File: config.mk
export PLATFORM = sky130hd
export DESIGN_NAME = apb_bus_arbiter_flat
export DESIGN_NICKNAME = d
export VERILOG_FILES = /design/src/rtl/apb_bus_arbiter_if.sv /design/src/rtl/apb_bus_arbiter.sv /design/src/flat_wrapper.sv
export SDC_FILE = /design/constraint.sdc
export NUM_CORES = 1
export LEC_CHECK = 0
export CORE_ASPECT_RATIO = 1.2
export CORE_MARGIN = 1.5
export CORE_UTILIZATION = 32
export CTS_CLUSTER_DIAMETER = 120
export CTS_CLUSTER_SIZE = 40
export DETAILED_ROUTE_END_ITERATION = 7
export GPL_ROUTABILITY_DRIVEN = 0
export PLACE_DENSITY = 0.8
export RECOVER_POWER = 100
export SKIP_CTS_REPAIR_TIMING = 1
export SYNTH_ARGS = -nofsm -noshare
export SYNTH_HDL_FRONTEND = slang
export SYNTH_SLANG_ARGS = --single-unit
File: constraint.sdc
create_clock -name pclk -period 1.4 [get_ports pclk]
set_input_delay 0.35 -clock pclk [delete_from_list [all_inputs] [get_ports pclk]]
set_output_delay 0.35 -clock pclk [all_outputs]
set_load 0.05 [all_outputs]
File: src/rtl/apb_bus_arbiter_if.sv
// Bundle of requester-side and APB-side signals for apb_bus_arbiter.
// The master modport is the arbiter's view: it accepts requests, returns
// completions and drives the APB bus towards the slave.
interface apb_bus_arbiter_if #(
    parameter int NREQ = 2,
    parameter int AW   = 32,
    parameter int DW   = 32
);
    // requester side
    logic [NREQ-1:0]    req_valid;
    logic [NREQ-1:0]    req_write;
    logic [NREQ*AW-1:0] req_addr;
    logic [NREQ*DW-1:0] req_wdata;
    logic [NREQ-1:0]    req_ready;
    logic [NREQ-1:0]    rsp_valid;
    logic [DW-1:0]      rsp_rdata;
    logic               rsp_err;

    // APB side
    logic [AW-1:0]      paddr;
    logic               pwrite;
    logic [DW-1:0]      pwdata;
    logic               psel;
    logic               penable;
    logic [DW-1:0]      prdata;
    logic               pready;

    modport master (
        input  req_valid, req_write, req_addr, req_wdata, prdata, pready,
        output req_ready, rsp_valid, rsp_rdata, rsp_err,
               paddr, pwrite, pwdata, psel, penable
    );

    modport slave (
        output req_valid, req_write, req_addr, req_wdata, prdata, pready,
        input  req_ready, rsp_valid, rsp_rdata, rsp_err,
               paddr, pwrite, pwdata, psel, penable
    );
endinterface

File: src/rtl/apb_bus_arbiter.sv
// Round-robin APB master shared by NREQ requesters. Each grant runs one
// SETUP/ACCESS transfer; ACCESS waits on pready and gives up after TIMEOUT
// cycles (TIMEOUT = 0 waits forever). Completion is a registered one-cycle
// pulse on rsp_valid for the owning requester.
module apb_bus_arbiter #(
    parameter int NREQ    = 2,
    parameter int AW      = 32,
    parameter int DW      = 32,
    parameter int TIMEOUT = 16
) (
    input  logic                pclk,
    input  logic                prst,
    apb_bus_arbiter_if.master   bus
);
    localparam int PW = $clog2(NREQ);
    // The counter only needs to reach TIMEOUT-1: the last ACCESS cycle is
    // recognised while the counter still shows it.
    localparam int CW = (TIMEOUT < 2) ? 1 : $clog2(TIMEOUT);
    localparam logic [CW-1:0] LAST_WAIT = CW'((TIMEOUT == 0) ? 0 : TIMEOUT - 1);

    typedef enum logic [1:0] {
        S_IDLE,
        S_SETUP,
        S_ACCESS
    } state_e;

    state_e          state_q,     state_d;
    logic [AW-1:0]   paddr_q,     paddr_d;
    logic            pwrite_q,    pwrite_d;
    logic [DW-1:0]   pwdata_q,    pwdata_d;
    logic            psel_q,      psel_d;
    logic            penable_q,   penable_d;
    logic [PW-1:0]   owner_q,     owner_d;
    logic [PW-1:0]   rr_ptr_q,    rr_ptr_d;
    logic [CW-1:0]   wait_cnt_q,  wait_cnt_d;
    logic [NREQ-1:0] rsp_valid_q, rsp_valid_d;
    logic [DW-1:0]   rsp_rdata_q, rsp_rdata_d;
    logic            rsp_err_q,   rsp_err_d;

    logic            grant_found;
    logic [PW-1:0]   grant_idx;
    logic [NREQ-1:0] ready_vec;

    // Round-robin winner: first valid requester at or after rr_ptr, wrapping.
    always_comb begin
        grant_found = 1'b0;
        grant_idx   = '0;
        // Scan from the far end so the closest candidate is written last.
        for (int k = NREQ - 1; k >= 0; k--) begin
            int idx;
            idx = int'(rr_ptr_q) + k;
            if (idx >= NREQ) begin
                idx = idx - NREQ;
            end
            if (bus.req_valid[idx]) begin
                grant_found = 1'b1;
                grant_idx   = PW'(idx);
            end
        end
    end

    // Accept strobe: one-hot to the winner, only while idle and out of reset.
    always_comb begin
        ready_vec = '0;
        if (!prst && state_q == S_IDLE && grant_found) begin
            ready_vec[grant_idx] = 1'b1;
        end
    end

    // Next-state and registered-output logic of the transfer FSM.
    always_comb begin
        // NOTE: every target gets a default first, so no path can leave a
        // variable unassigned and infer a latch.
        state_d     = state_q;
        paddr_d     = paddr_q;
        pwrite_d    = pwrite_q;
        pwdata_d    = pwdata_q;
        psel_d      = psel_q;
        penable_d   = penable_q;
        owner_d     = owner_q;
        rr_ptr_d    = rr_ptr_q;
        wait_cnt_d  = wait_cnt_q;
        rsp_valid_d = '0;
        rsp_rdata_d = '0;
        rsp_err_d   = 1'b0;

        unique case (state_q)
            S_IDLE: begin
                if (grant_found) begin
                    paddr_d   = bus.req_addr[grant_idx*AW +: AW];
                    pwrite_d  = bus.req_write[grant_idx];
                    pwdata_d  = bus.req_wdata[grant_idx*DW +: DW];
                    owner_d   = grant_idx;
                    rr_ptr_d  = (grant_idx == PW'(NREQ - 1)) ? '0 : grant_idx + PW'(1);
                    psel_d    = 1'b1;
                    penable_d = 1'b0;
                    state_d   = S_SETUP;
                end
            end
            S_SETUP: begin
                penable_d  = 1'b1;
                wait_cnt_d = '0;
                state_d    = S_ACCESS;
            end
            S_ACCESS: begin
                if (bus.pready) begin
                    // pready wins even on the last allowed cycle.
                    rsp_valid_d[owner_q] = 1'b1;
                    rsp_rdata_d          = pwrite_q ? '0 : bus.prdata;
                    psel_d               = 1'b0;
                    penable_d            = 1'b0;
                    state_d              = S_IDLE;
                end else if (TIMEOUT != 0 && wait_cnt_q == LAST_WAIT) begin
                    rsp_valid_d[owner_q] = 1'b1;
                    rsp_err_d            = 1'b1;
                    psel_d               = 1'b0;
                    penable_d            = 1'b0;
                    state_d              = S_IDLE;
                end else begin
                    wait_cnt_d = wait_cnt_q + CW'(1);
                end
            end
            default: begin
                psel_d    = 1'b0;
                penable_d = 1'b0;
                state_d   = S_IDLE;
            end
        endcase
    end

    // State and output registers with synchronous reset; reset drops any
    // transfer in flight without a completion pulse.
    always_ff @(posedge pclk) begin
        // NOTE: non-blocking assignments so every register samples the
        // pre-edge values, independent of statement order.
        if (prst) begin
            state_q     <= S_IDLE;
            paddr_q     <= '0;
            pwrite_q    <= 1'b0;
            pwdata_q    <= '0;
            psel_q      <= 1'b0;
            penable_q   <= 1'b0;
            owner_q     <= '0;
            rr_ptr_q    <= '0;
            wait_cnt_q  <= '0;
            rsp_valid_q <= '0;
            rsp_rdata_q <= '0;
            rsp_err_q   <= 1'b0;
        end else begin
            state_q     <= state_d;
            paddr_q     <= paddr_d;
            pwrite_q    <= pwrite_d;
            pwdata_q    <= pwdata_d;
            psel_q      <= psel_d;
            penable_q   <= penable_d;
            owner_q     <= owner_d;
            rr_ptr_q    <= rr_ptr_d;
            wait_cnt_q  <= wait_cnt_d;
            rsp_valid_q <= rsp_valid_d;
            rsp_rdata_q <= rsp_rdata_d;
            rsp_err_q   <= rsp_err_d;
        end
    end

    assign bus.req_ready = ready_vec;
    assign bus.rsp_valid = rsp_valid_q;
    assign bus.rsp_rdata = rsp_rdata_q;
    assign bus.rsp_err   = rsp_err_q;
    assign bus.paddr     = paddr_q;
    assign bus.pwrite    = pwrite_q;
    assign bus.pwdata    = pwdata_q;
    assign bus.psel      = psel_q;
    assign bus.penable   = penable_q;

endmodule

File: src/flat_wrapper.sv
// flat-port wrapper written by rule: the top's interface ports become plain ports
module apb_bus_arbiter_flat 
#(
    parameter int NREQ    = 2,
    parameter int AW      = 32,
    parameter int DW      = 32,
    parameter int TIMEOUT = 16
)
  (pclk, prst, bus_req_valid, bus_req_write, bus_req_addr, bus_req_wdata, bus_prdata, bus_pready, bus_req_ready, bus_rsp_valid, bus_rsp_rdata, bus_rsp_err, bus_paddr, bus_pwrite, bus_pwdata, bus_psel, bus_penable);
  apb_bus_arbiter_if #(.NREQ(NREQ), .AW(AW), .DW(DW)) bus_i ();
  input  logic pclk;
  input  logic prst;
  input wire logic [$bits(bus_i.req_valid)-1:0] bus_req_valid;
  input wire logic [$bits(bus_i.req_write)-1:0] bus_req_write;
  input wire logic [$bits(bus_i.req_addr)-1:0] bus_req_addr;
  input wire logic [$bits(bus_i.req_wdata)-1:0] bus_req_wdata;
  input wire logic [$bits(bus_i.prdata)-1:0] bus_prdata;
  input wire logic [$bits(bus_i.pready)-1:0] bus_pready;
  output wire logic [$bits(bus_i.req_ready)-1:0] bus_req_ready;
  output wire logic [$bits(bus_i.rsp_valid)-1:0] bus_rsp_valid;
  output wire logic [$bits(bus_i.rsp_rdata)-1:0] bus_rsp_rdata;
  output wire logic [$bits(bus_i.rsp_err)-1:0] bus_rsp_err;
  output wire logic [$bits(bus_i.paddr)-1:0] bus_paddr;
  output wire logic [$bits(bus_i.pwrite)-1:0] bus_pwrite;
  output wire logic [$bits(bus_i.pwdata)-1:0] bus_pwdata;
  output wire logic [$bits(bus_i.psel)-1:0] bus_psel;
  output wire logic [$bits(bus_i.penable)-1:0] bus_penable;
  assign bus_i.req_valid = bus_req_valid;
  assign bus_i.req_write = bus_req_write;
  assign bus_i.req_addr = bus_req_addr;
  assign bus_i.req_wdata = bus_req_wdata;
  assign bus_i.prdata = bus_prdata;
  assign bus_i.pready = bus_pready;
  assign bus_req_ready = bus_i.req_ready;
  assign bus_rsp_valid = bus_i.rsp_valid;
  assign bus_rsp_rdata = bus_i.rsp_rdata;
  assign bus_rsp_err = bus_i.rsp_err;
  assign bus_paddr = bus_i.paddr;
  assign bus_pwrite = bus_i.pwrite;
  assign bus_pwdata = bus_i.pwdata;
  assign bus_psel = bus_i.psel;
  assign bus_penable = bus_i.penable;
  apb_bus_arbiter #(.NREQ(NREQ), .AW(AW), .DW(DW), .TIMEOUT(TIMEOUT)) u_core (.pclk(pclk), .prst(prst), .bus(bus_i));
endmodule
==> results of run 1 <==
-- registers in the layout, indices dropped and copies added, names as in the netlist --
name,cells
u_core.wait_cnt_q,4
u_core.owner_q,1
u_core.bus.pwdata,32
u_core.bus.psel,1
u_core.state_q,1
u_core.bus.penable,1
u_core.bus.rsp_err,1
u_core.bus.rsp_rdata,32
u_core.bus.paddr,32
u_core.bus.pwrite,1
u_core.bus.rsp_valid,2
u_core.rr_ptr_q,1
-- placed cells by master, fill, tap and decap left out, drive strengths merged, types with 2 or more instances in the layout --
master and instances:
a21o 2, a21oi 5, a221o 65, a31oi 2
and2 33, and3 2, and4 65, buf 137
clkbuf 16, clkdlybuf4s50 163, clkinv 2, dfxtp 109
dlymetal6s2s 2, inv 7, nand2 4, nand2b 3
nor4 4, nor4b 2, o32ai 2
-- kinds of logic (layout without fill, tap and decap cells) --
| group | count (synthesis) | after routing | share of synthesized area |
|---|---|---|---|
| buffers and inverters | 44 | 328 | 0.0514 |
| multiplexers | 1 | 1 | 0.00243 |
| other | 0 | 1 | 0 |
| AO/OA/AOI/OAI | 81 | 81 | 0.186 |
| adder cells (fa/ha/maj) | 1 | 1 | 0.00304 |
| AND/OR/NAND/NOR | 121 | 121 | 0.227 |
| flip-flops | 109 | 109 | 0.530 |
-- worst reg2reg max path, delay by kind of cell (launching register included) --
family | cells | cell delay, ns
AOI/OAI and AO/OA | 1 | 0.32
buffers and inverters | 4 | 0.53
DFF | 1 | 0.32
and+or+nand+nor | 2 | 0.33
-- report_power, final --
part	switching (uW)	total [uW]	internal, uW
clock	1260	2710	1450
combinational	1350	2990	1630
sequential	267	3600	3330
total	2880	9300	6420
-- metrics by stage --
step | std cells | hold WS [ns]
2_1_floorplan | 357 | 0.417
3_3_place_gp | 771 | 0.428
3_5_place_dp | 771 | 0.434
4_1_cts | 787 | 0.437
5_1_grt | 806 | 0.502
6_report | 806 | 0.473
-- cell type report --
| class | count | area [um2] | area share |
|---|---|---|---|
| Tap cell | 164 | 205 | 0.0232 |
| Sequential cell | 109 | 2190 | 0.248 |
| Antenna cell | 1 | 2.50 | 0.000284 |
| Clock buffer | 9 | 225 | 0.0255 |
| Clock inverter | 7 | 100 | 0.0113 |
| Inverter | 3 | 11.3 | 0.00128 |
| Timing Repair Buffer | 309 | 4310 | 0.489 |
| Multi-Input combinational cell | 204 | 1780 | 0.201 |
-- routing by layer --
metal  up-vias  track usage
li1       1991            -
met1      2087        0.242
met2       203        0.379
met3        23       0.0633
met4         2       0.0635
met5         -            0
-- cell usage after synthesis --
cell type / instances / area share
dfxtp_1: 109 / 0.53
a221o_1: 65 / 0.16
and4_1: 65 / 0.14
and2_1: 33 / 0.050
clkbuf_1: 27 / 0.025
buf_2: 6 / 0.0073
a21oi_1: 5 / 0.0061
buf_6: 4 / 0.011
nand2_1: 4 / 0.0036
nor4_1: 4 / 0.0061
inv_1: 3 / 0.0027
nand2b_1: 3 / 0.0046
a21o_1: 2 / 0.0036
a31oi_1: 2 / 0.0030
and3_1: 2 / 0.0030
buf_4: 2 / 0.0036
o32ai_1: 2 / 0.0043
a2111oi_0: 1 / 0.0021
a21bo_2: 1 / 0.0024
a311oi_1: 1 / 0.0021
a31o_2: 1 / 0.0021
and4b_1: 1 / 0.0024
buf_1: 1 / 0.00091
clkbuf_2: 1 / 0.0012
ha_1: 1 / 0.0030
mux2i_1: 1 / 0.0024
nand3_1: 1 / 0.0012
nor2_1: 1 / 0.00091
nor2b_1: 1 / 0.0015
nor3_2: 1 / 0.0024
nor3b_1: 1 / 0.0018
nor4b_1: 1 / 0.0021
nor4b_4: 1 / 0.0058
o21a_1: 1 / 0.0018
or2_2: 1 / 0.0015
or2b_1: 1 / 0.0018
-- final timing paths --
| kind | startpoint | endpoint | slack, ns |
|---|---|---|---|
| worst min register to register | u_core.owner_q | u_core.bus.rsp_valid[0] | 0.48 |
| worst min-delay path | bus_req_valid[0] | u_core.state_q[0] | 0.47 |
| worst max-delay path | u_core.bus.penable | bus_req_ready[0] | -0.35 |
| worst max register to register | u_core.rr_ptr_q | u_core.bus.pwdata[1] | -0.21 |
==> run metrics, run 1 <==
outcome=finished with violations; failing checks=negative setup slack; Initial Util=0.326; cells on worst reg2reg path=7; slowest stage delay, CP=0.36 ns; initial antenna violation count=2; register area share after synthesis=0.530; total die area=13600 um2; GRT overflow=0; Power, Total=9300 uW; WL/cell=19.9 um; Max Clk Rate=570 MHz; critical path's top delay family=simple AND/OR/NAND/NOR gates; core area=12600 um2; WS Path Type=reg -> out; largest net degree at the start of global routing=40; TritonCTS clock tree=built; cell area after layout=8830 um2; critical path depth=4; Clk Latency, worst-skew pair=0.34 ns; DRT Wirelength=16000 um; clock skew=0.00986 ns; Tcrit/Tclk final=1.25; peak supply drop=0.000831 V; met2 wire len=8490 um; total negative slack=-8.06 ns; routed vias=4306; clock root buffer=clkbuf_16; post-synth cell types=36; WHS Path Cells=3; clock sinks=109; vias in the first global route=4326; Startpoint Class=register; Critical Path AT=1.40 ns; worst rel slew slack=0.788; area grow syn2layout=114%; final hold vios=0; DR iter-0 viols=147; I/O Buffers=270; drt drc=0; Avg Synthesized Cell Area=11.5 um2; measured slew at the worst slew-check pin=0.317 ns; drt first pass iters=4; mapped cell area=4120 um2; Yosys warning count=0; wire length of the first global-routing pass=22600 um; die extent in y=127 um; buffers and inverters on the worst path=2; final design utilization=0.700; dpl hpwl=10900 um; Final Slew Violations=0; Hold WC Path Type=in -> reg; worst slack, placed=-0.531 ns; Power Density=1050 nW/um2; Layout fillers=869; Setup Viol. Count Final=70; num ports=271; Tmin final=1.75 ns; Row Count=45; WP data required=1.05 ns; CP Cell Sequence=nor3_4, buf_6, and3_4, buf_12; Gate Count Post-Synth=357; Yosys reg bits=109; Die X=107 um; Max Cap Violations=0; CTS clk-pin slew, worst paths=0.07 ns; H-tree depth=3; share of layout cells above drive strength 1=0.275; slowest CP cell=dfxtp_4; Static Leakage=0.00353 uW; Max Used Layer=met5; CP endpoint kind=output port; Crit Path Max Fanout=3; wire length on met3=1200 um; unrepaired setup endpoints after global routing=yes; syn nets=525; clk buf depth=2; setup ws final=-0.355 ns; gr usage total=0.212; met1 WL=6050 um; post-detailed-route count of antenna-violating nets=0; post-placement cell area=8150 um2; TritonCTS Buffers=9; Nets=804; Vias/cell=5.34
Power figures use the tool's default switching activity.
==> inputs of run 2 (changes only) <==
Settings changed: CAP_MARGIN set to 20, CELL_PAD_IN_SITES_DETAIL_PLACEMENT set to 0, CELL_PAD_IN_SITES_GLOBAL_PLACEMENT set to 1, CORE_UTILIZATION 32 to 23, PLACE_DENSITY 0.8 to 0.79.
==> run 2 against run 1 <==
Against the previous run:
- routed wire length rose by 7.5%
- total power rose by 1.2%
- largest power group unchanged
- critical path type unchanged
- the flow still finishes with violations (negative setup slack)
- combinational power rose by 2%
- hold slack improved by 0.015 ns
- utilization fell by 19 points
==> run metrics, run 2 (same netlist as run 1, synthesis figures left out) <==
Tmin final=1.77 ns (+0.0116 ns); Startpoint Class=register; Nets=811 (+0.87%); drt first pass iters=5 (+1); Die X=125 um (+17%); die extent in y=150 um (+18%); GRT overflow=0 (unchanged); FF-to-FF End=u_core.bus.rsp_rdata[6]; Internal=6580 uW (+2.5%); Logic pwr share=0.324 (+0.003); setup slack, reg-to-reg=-0.06 ns (+0.15 ns); final hold vios=0 (unchanged); clock skew=0.0115 ns (+0.00160 ns); clock root buffer=clkbuf_16; Crit Path Max Fanout=3 (unchanged); clock sinks=109 (unchanged); share of layout cells above drive strength 1=0.289 (+0.0140); TritonCTS clock tree=built; drt drc=0 (unchanged); Worst setup startpoint=u_core.bus.penable; Tcrit/Tclk final=1.26 (+0.00832); vias in the first global route=4330 (+0.092%); crit path capture=bus_req_ready[0]; WS Path Type=reg -> out; Critical Path AT=1.42 ns (+0.02 ns); WP data required=1.05 ns (about the same); Row Count=53 (+18%); peak supply drop=0.000532 V (-36%); measured slew at the worst slew-check pin=0.430 ns (+0.113 ns); clk buf depth=2 (unchanged); TritonCTS Buffers=9 (unchanged); I/O Buffers=270 (unchanged); commonest non-fill, non-tap cell in the layout=clkdlybuf4s50_1; Vias/cell=4.94 (-7.5%); largest net degree at the start of global routing=52 (+30%); worst slack, placed=-0.540 ns (-0.00896 ns); hold slack=0.487 ns (+0.0147 ns); Final Slew Violations=0 (unchanged); R2R Path Start=u_core.bus.penable; cells on worst reg2reg path=7 (unchanged); total die area=18700 um2 (+38%); routed vias=4297 (-0.21%); Static Leakage=0.00358 uW (+1.3%); Max Cap Violations=0 (unchanged); wire length of the first global-routing pass=23100 um (+2.2%); core area=17500 um2 (+39%); sw frac=0.301 (-0.00867); unrepaired setup endpoints after global routing=yes; clock share of power=0.293 (+0.002); Setup Viol. Count Final=71 (+1.4%); P_sw=2830 uW (-1.6%); DR iter-0 viols=201 (+37%); Clk Latency, worst-skew pair=0.35 ns (about the same); Max Clk Rate=566 MHz (-0.66%); dpl hpwl=11500 um (+5.8%); outcome=finished with violations; worst rel slew slack=0.713 (-0.0751); post-detailed-route count of antenna-violating nets=0 (unchanged); commonest non-fill, non-tap cells in the layout=162 x clkdlybuf4s50_1, 110 x buf_12, 105 x dfxtp_1; failing checks=negative setup slack; H-tree depth=3 (unchanged); Power Density=1050 nW/um2 (-0.25%); setup ws final=-0.367 ns (-0.0116 ns); WL/cell=19.8 um (-0.39%); area grow syn2layout=118%; Power, Total=9420 uW (+1.2%); initial antenna violation count=2 (unchanged); Hold WC Path Type=in -> reg; num ports=271 (unchanged); gr usage total=0.156 (-0.0554); DRT Wirelength=17200 um (+7.5%); CTS clk-pin slew, worst paths=0.07 ns (about the same); Sequential Power Share=0.382 (-0.005); CP endpoint kind=output port; Initial Util=0.235 (-0.0913)
run 2: cell types whose count changed in the layout (fill, tap and decap cells not counted), moves of 2 or more:
cell and delta:
buf_12 -3, and2_4 +2, buf_4 +8, and2_1 -2, clkinv_8 -2, clkinv_2 +2
run 2: layout make-up:
class / count / area, um2
Sequential cell: 109 / 2190
Tap cell: 220 / 275
Timing Repair Buffer: 316 / 4350
Multi-Input combinational cell: 204 / 1800
Inverter: 3 / 11.3
Antenna cell: 2 / 5.00
Fill cell: 1544 / 8550
Clock inverter: 7 / 93.8
Clock buffer: 9 / 225
run 2: stage by stage:
stage                     instance area (um2)   util  TNS, ns  std cells
after global placement                   8210  0.469   -45.14        829
after CTS                                8530  0.487   -10.20        845
after floorplan                          4200      -    -3.28        357
final                                    8960  0.512    -2.90        870
after detailed placement                 8210  0.469   -47.29        829
after global routing                     8950  0.511    -7.27        868
run 2: power by group through the flow:
stage               Clock, uW  Sequential (uW)  Combinational, uW
global placement            0             3660               2820
detailed placement          0             3660               2850
global route             2940             3630               3170
floorplan                   0             4300                514
finish                   2760             3600               3050
CTS                      2820             3600               2860
run 2: per-layer routing:
| layer | routed length, um | track usage | up-vias |
|---|---|---|---|
| met5 | 0 | 0 | - |
| met4 | 294 | 0.0540 | 0 |
| met3 | 1260 | 0.0472 | 17 |
| met2 | 9300 | 0.294 | 200 |
| met1 | 6380 | 0.165 | 2085 |
| li1 | - | - | 1995 |
run 2: how the worst min path moves through the flow:
stage | start | endpoint | cells after the start
floorplan | u_core.owner_q | u_core.bus.rsp_valid[0] | 1
global placement | u_core.owner_q | u_core.bus.rsp_valid[0] | 1
detailed placement | u_core.owner_q | u_core.bus.rsp_valid[0] | 1
CTS | bus_req_valid[0] | u_core.state_q[0] | 3
global route | bus_req_valid[1] | u_core.state_q[0] | 3
finish | prst | u_core.bus.penable | 3
run 2: critical path: stages, from the launching register on:
cell and delay [ns]:
dfxtp_4 0.36, nor3_4 0.24, buf_6 0.13, and3_4 0.20, buf_12 0.14
==> RTL edit 1 (settings of run 2) <==
`TIMEOUT` is set to 16 in 2 places; all go to 32.
--- a/src/rtl/apb_bus_arbiter.sv
+++ b/src/rtl/apb_bus_arbiter.sv
@@ -6,7 +6,7 @@
     parameter int NREQ    = 2,
     parameter int AW      = 32,
     parameter int DW      = 32,
-    parameter int TIMEOUT = 16
+    parameter int TIMEOUT = 32
 ) (
     input  logic                pclk,
     input  logic                prst,
--- a/src/flat_wrapper.sv
+++ b/src/flat_wrapper.sv
@@ -4,7 +4,7 @@
     parameter int NREQ    = 2,
     parameter int AW      = 32,
     parameter int DW      = 32,
-    parameter int TIMEOUT = 16
+    parameter int TIMEOUT = 32
 )
   (pclk, prst, bus_req_valid, bus_req_write, bus_req_addr, bus_req_wdata, bus_prdata, bus_pready, bus_req_ready, bus_rsp_valid, bus_rsp_rdata, bus_rsp_err, bus_paddr, bus_pwrite, bus_pwdata, bus_psel, bus_penable);
   apb_bus_arbiter_if #(.NREQ(NREQ), .AW(AW), .DW(DW)) bus_i ();
Function: same outputs for any inputs over 4 cycles, from zero or initial values and one cycle with prst high; that may be too few to reach the edited logic, so the function may still have changed.
==> RTL edit 1 against run 2 <==
Combinational power fell by 13%; final cell count up 8.7%; synthesized area down 0.82%; critical path depth is 1 lower; worst setup slack worse by 0.18 ns; the flow still finishes with violations (negative setup slack); largest power group unchanged; sequential cell count up 1; power fell by 8.6%; register-to-register slack worse by 0.49 ns; global-route usage is 0.74 points higher; design area shrank 13%; routed wire length rose by 2.6%; first-iteration DRC count down 15%.
==> RTL edit 1: results (changes against run 2) <==
- The flow ran to the end, but the final reports show violations.
- The final reports fail on negative setup slack.
- Top cells by instance count after synthesis: dfxtp_1 (110), nand2_1 (68), nor3_1 (67)
* Global-route wire length before repair: 24000 um (+3.6%)
- The fraction of the yosys area taken by sequential cells was 0.539 (+0.00929).
- Maximum number of pins on one net before global-route repair: 46 (-12%)
- Worst-case clock skew: 0.0136 ns (+0.00217 ns)
* Fillcell total: 1675 (+8.5%)
- Total setup violations reported at the end of the flow: 111 (+56%)
* Largest voltage drop on the vdd net: 0.562 mV (+5.5%)
- In this run the critical register-to-register path is launched from u_core.wait_cnt_q[1]$_SDFFE_PP0P_.
* Initial antenna violation count: 0 (-2)
- Length of the first detailed-routing pass in iterations: 4 (-1)
- The overall routed net length was 17700 um (+2.6%).
- On the critical path, the stage with the largest delay is an instance of or3_4.
- The fraction of met1 tracks used by global routing is 0.185 (+0.0202).
* Post-synthesis cell count: 424 (+19%)
- The number of global-route vias before repair is 4588 (+6.0%).
- Leakage power: 3.26 nW (-8.8%)
* Sum of negative setup slack: -20.18 ns (-17.27 ns)
- The antenna diode count is 0 (-2).
* Met3 usage: 0.0391 (-0.00810)
* Worst Setup Slack, final: -0.551 ns (-0.185 ns)
- The net count after synthesis was 593 (+13%).
- The share of cells above drive strength 1 was 0.335 (+0.0461).
## RTL edit 1: cell count changes after synthesis, moves of 3 or more
cell / run 2 / this run
buf_1: 1 / 6
nand2_1: 4 / 68
or3_1: 0 / 3
nand3_1: 1 / 4
and4_1: 65 / 0
nor4_1: 4 / 0
buf_6: 4 / 0
nor3_1: 0 / 67
## RTL edit 1: per-stage QoR
stage	util	area, um^2
5_1_grt	0.449	7830
6_report	0.449	7830
3_5_place_dp	0.490	8550
2_1_floorplan	-	4500
4_1_cts	0.506	8820
3_3_place_gp	0.490	8550
## RTL edit 1: path summary, 6_finish.rpt
| check | endpoint | cells after the start | slack, ns |
|---|---|---|---|
| max | bus_req_ready[1] | 3 | -0.55 |
| min | u_core.state_q[0]$_SDFFE_PP0P_ | 4 | 0.45 |
| max reg2reg | u_core.wait_cnt_q[3]$_SDFFE_PP0P_ | 6 | -0.55 |
| min reg2reg | u_core.bus.rsp_valid[0]$_SDFF_PP0_ | 1 | 0.46 |
## RTL edit 1: layout make-up
class | count | area, um^2 | share of cell area
clock buffer | 11 | 243 | 0.0310
clock inverter | 5 | 35.0 | 0.00447
inverter | 1 | 3.75 | 0.000479
multi-input combinational | 272 | 2050 | 0.261
sequential | 110 | 2210 | 0.283
tap | 220 | 275 | 0.0351
timing repair buffer | 327 | 3020 | 0.385
## RTL edit 1: per-layer routing
metal / vias to the layer above / share of wire
li1: 2148 / -
met1: 2156 / 0.39
met2: 199 / 0.51
met3: 36 / 0.068
met4: 0 / 0.034
met5: - / 0
## RTL edit 1: kinds of logic (layout without fill, tap and decap cells)
| family | after synthesis | count (layout) |
|---|---|---|
| buf+inv | 42 | 344 |
| simple gates | 192 | 192 |
| fa+ha+maj | 2 | 2 |
| flops | 110 | 110 |
| compound gates | 78 | 78 |
## RTL edit 1: where the power goes
| part | leakage, nW | internal, mW | switching, mW | total [mW] |
|---|---|---|---|---|
| Clock | 0.136 | 1.26 | 1.19 | 2.45 |
| Combinational | 2.23 | 1.12 | 1.54 | 2.66 |
| Sequential | 0.903 | 3.36 | 0.137 | 3.50 |
## RTL edit 1: tightest hold or removal path, delay by kind of cell
kind	cells	cell delay, ns
buffers and inverters	2	0.24
and+or+nand+nor	2	0.18
==> RTL edit 2 (settings of run 2) <==
Without the edit above. The 3 states of `state_e` get a one-hot encoding in 3 bits.
--- a/src/rtl/apb_bus_arbiter.sv
+++ b/src/rtl/apb_bus_arbiter.sv
@@ -18,10 +18,10 @@
     localparam int CW = (TIMEOUT < 2) ? 1 : $clog2(TIMEOUT);
     localparam logic [CW-1:0] LAST_WAIT = CW'((TIMEOUT == 0) ? 0 : TIMEOUT - 1);
 
-    typedef enum logic [1:0] {
-        S_IDLE,
-        S_SETUP,
-        S_ACCESS
+    typedef enum logic [2:0] {
+        S_IDLE   = 3'b001,
+        S_SETUP  = 3'b010,
+        S_ACCESS = 3'b100
     } state_e;
 
     state_e          state_q,     state_d;
Behaviour: no difference found for any inputs over 10 cycles, from zero or initial values and one cycle with prst high; not proved beyond that.
==> RTL edit 2 against run 2 <==
The run still ends with negative setup slack left; sequential cell count rose by 2; worst setup slack worse by 0.36 ns; worst hold slack got worse by 0.15 ns; design area fell by 2.4%; synthesized area fell by 2.5%; final cell count rose by 0.46%; clock power decreased by 5%; register-to-register slack got worse by 0.47 ns; power is 0.94% lower; non-clock buffer count is 3 lower; sequential share of layout area rose by 0.95 points; routed wire length shrank 17%; largest cell class unchanged; largest power group unchanged.
==> RTL edit 2: results (changes against run 2) <==
- Status: finished, violations left
- The checks that failed: negative setup slack.
- Global-route met1 utilization: 0.151 (-0.0140)
- Post-Place Setup Slack: -0.837 ns (-0.297 ns)
- Number of global-route vias before repair: 4040 (-6.7%)
* Met2 Wirelength: 7590 um (-18%)
- Detailed placer's ending HPWL: 10900 um (-5.0%)
- The count of cell types in the netlist came to 39 (+8.3%).
- Post-synthesis xor/xnor area fraction: 0.00436 (+0.00436)
- The total of endpoints with negative setup slack in the final report is 103 (+45%).
- The global routing usage on met2 came to 0.278 (-0.0155).
- The pin count of the biggest net entering global routing was 35 (-33%).
* Leading cell types by total area after synthesis: dfxtp_1 (55%), a221o_1 (16%), and2_1 (15%)
- The routed length on met3 came to 1100 um (-13%).
* Length of the first detailed-routing pass in iterations: 4 (-1)
- The final design utilization was 0.515 (+0.00331).
- The wire length of the first global-routing pass came to 20700 um (-10%).
* Via count normalized by instance count: 4.50 (-8.9%)
- The final worst clock skew is 0.0105 ns (-0.000936 ns).
* Leakage power: 3.50 nW (-2.2%)
- The critical path arrival was 1.78 ns (+0.36 ns).
- The global-route usage over all layers came to 0.148 (-0.00830).
* Adder-cell share of the synthesized area: 0.00312 (+0.0000777)
* Initial antenna violation count: 0 (-2)
- The post-placement cell area came to 8230 um^2 (+0.24%).
* Slowest cell delay on critical path: 0.55 ns (+0.19 ns)
* Worst Setup Slack, final: -0.729 ns (-0.363 ns)
- The post-synthesis mux area share was 0.00249 (+0.0000622).
* Switching power summed over all nets: 2.83 mW (about the same)
- Top cells by instance count after synthesis: dfxtp_1 (111), and2_1 (97), a221o_1 (65)
- Part of the Yosys area used for sequential elements: 0.554 (+0.0235)
- Largest voltage drop on the vdd net: 0.648 mV (+22%)
* Comb pwr share: 0.325 (about the same)
* Fillcell total: 1425 (-7.7%)
- The total via count after detailed routing was 3933 (-8.5%).
- Number of diodes added for antenna fixing: 0 (-2)
- The slowest stage of the critical path is the or4b_4 cell.
- The share of power burned in the clock network is 0.280 (-0.013).
- The worst max-slew margin expressed relative to the limit was 0.789 (+0.0754).
RTL edit 2: worst min-delay path, delay by kind of cell:
kind	cells	cell delay, ns
buffers and inverters	1	0.11
and+or+nand+nor	2	0.20
RTL edit 2: worst paths after layout:
kind                                                     start                                  to  depth (start not counted)
worst max register to register  u_core.state_q[1]$_SDFFE_PP0P_  u_core.bus.pwdata[28]$_SDFFE_PP0P_                          7
worst min register to register     u_core.owner_q$_SDFFE_PP0P_  u_core.bus.rsp_valid[0]$_SDFF_PP0_                          1
worst max-delay path            u_core.state_q[1]$_SDFFE_PP0P_                    bus_req_ready[0]                          4
worst min-delay path                                      prst      u_core.state_q[1]$_SDFFE_PP0P_                          3
RTL edit 2: area by class of cell:
class | instances | share of cell area
clock buffers | 9 | 0.0258
clock inverters | 6 | 0.00787
inverters | 1 | 0.000429
multi-input cells | 218 | 0.199
flip-flops and latches | 111 | 0.254
well taps | 216 | 0.0309
repair buffers | 313 | 0.482
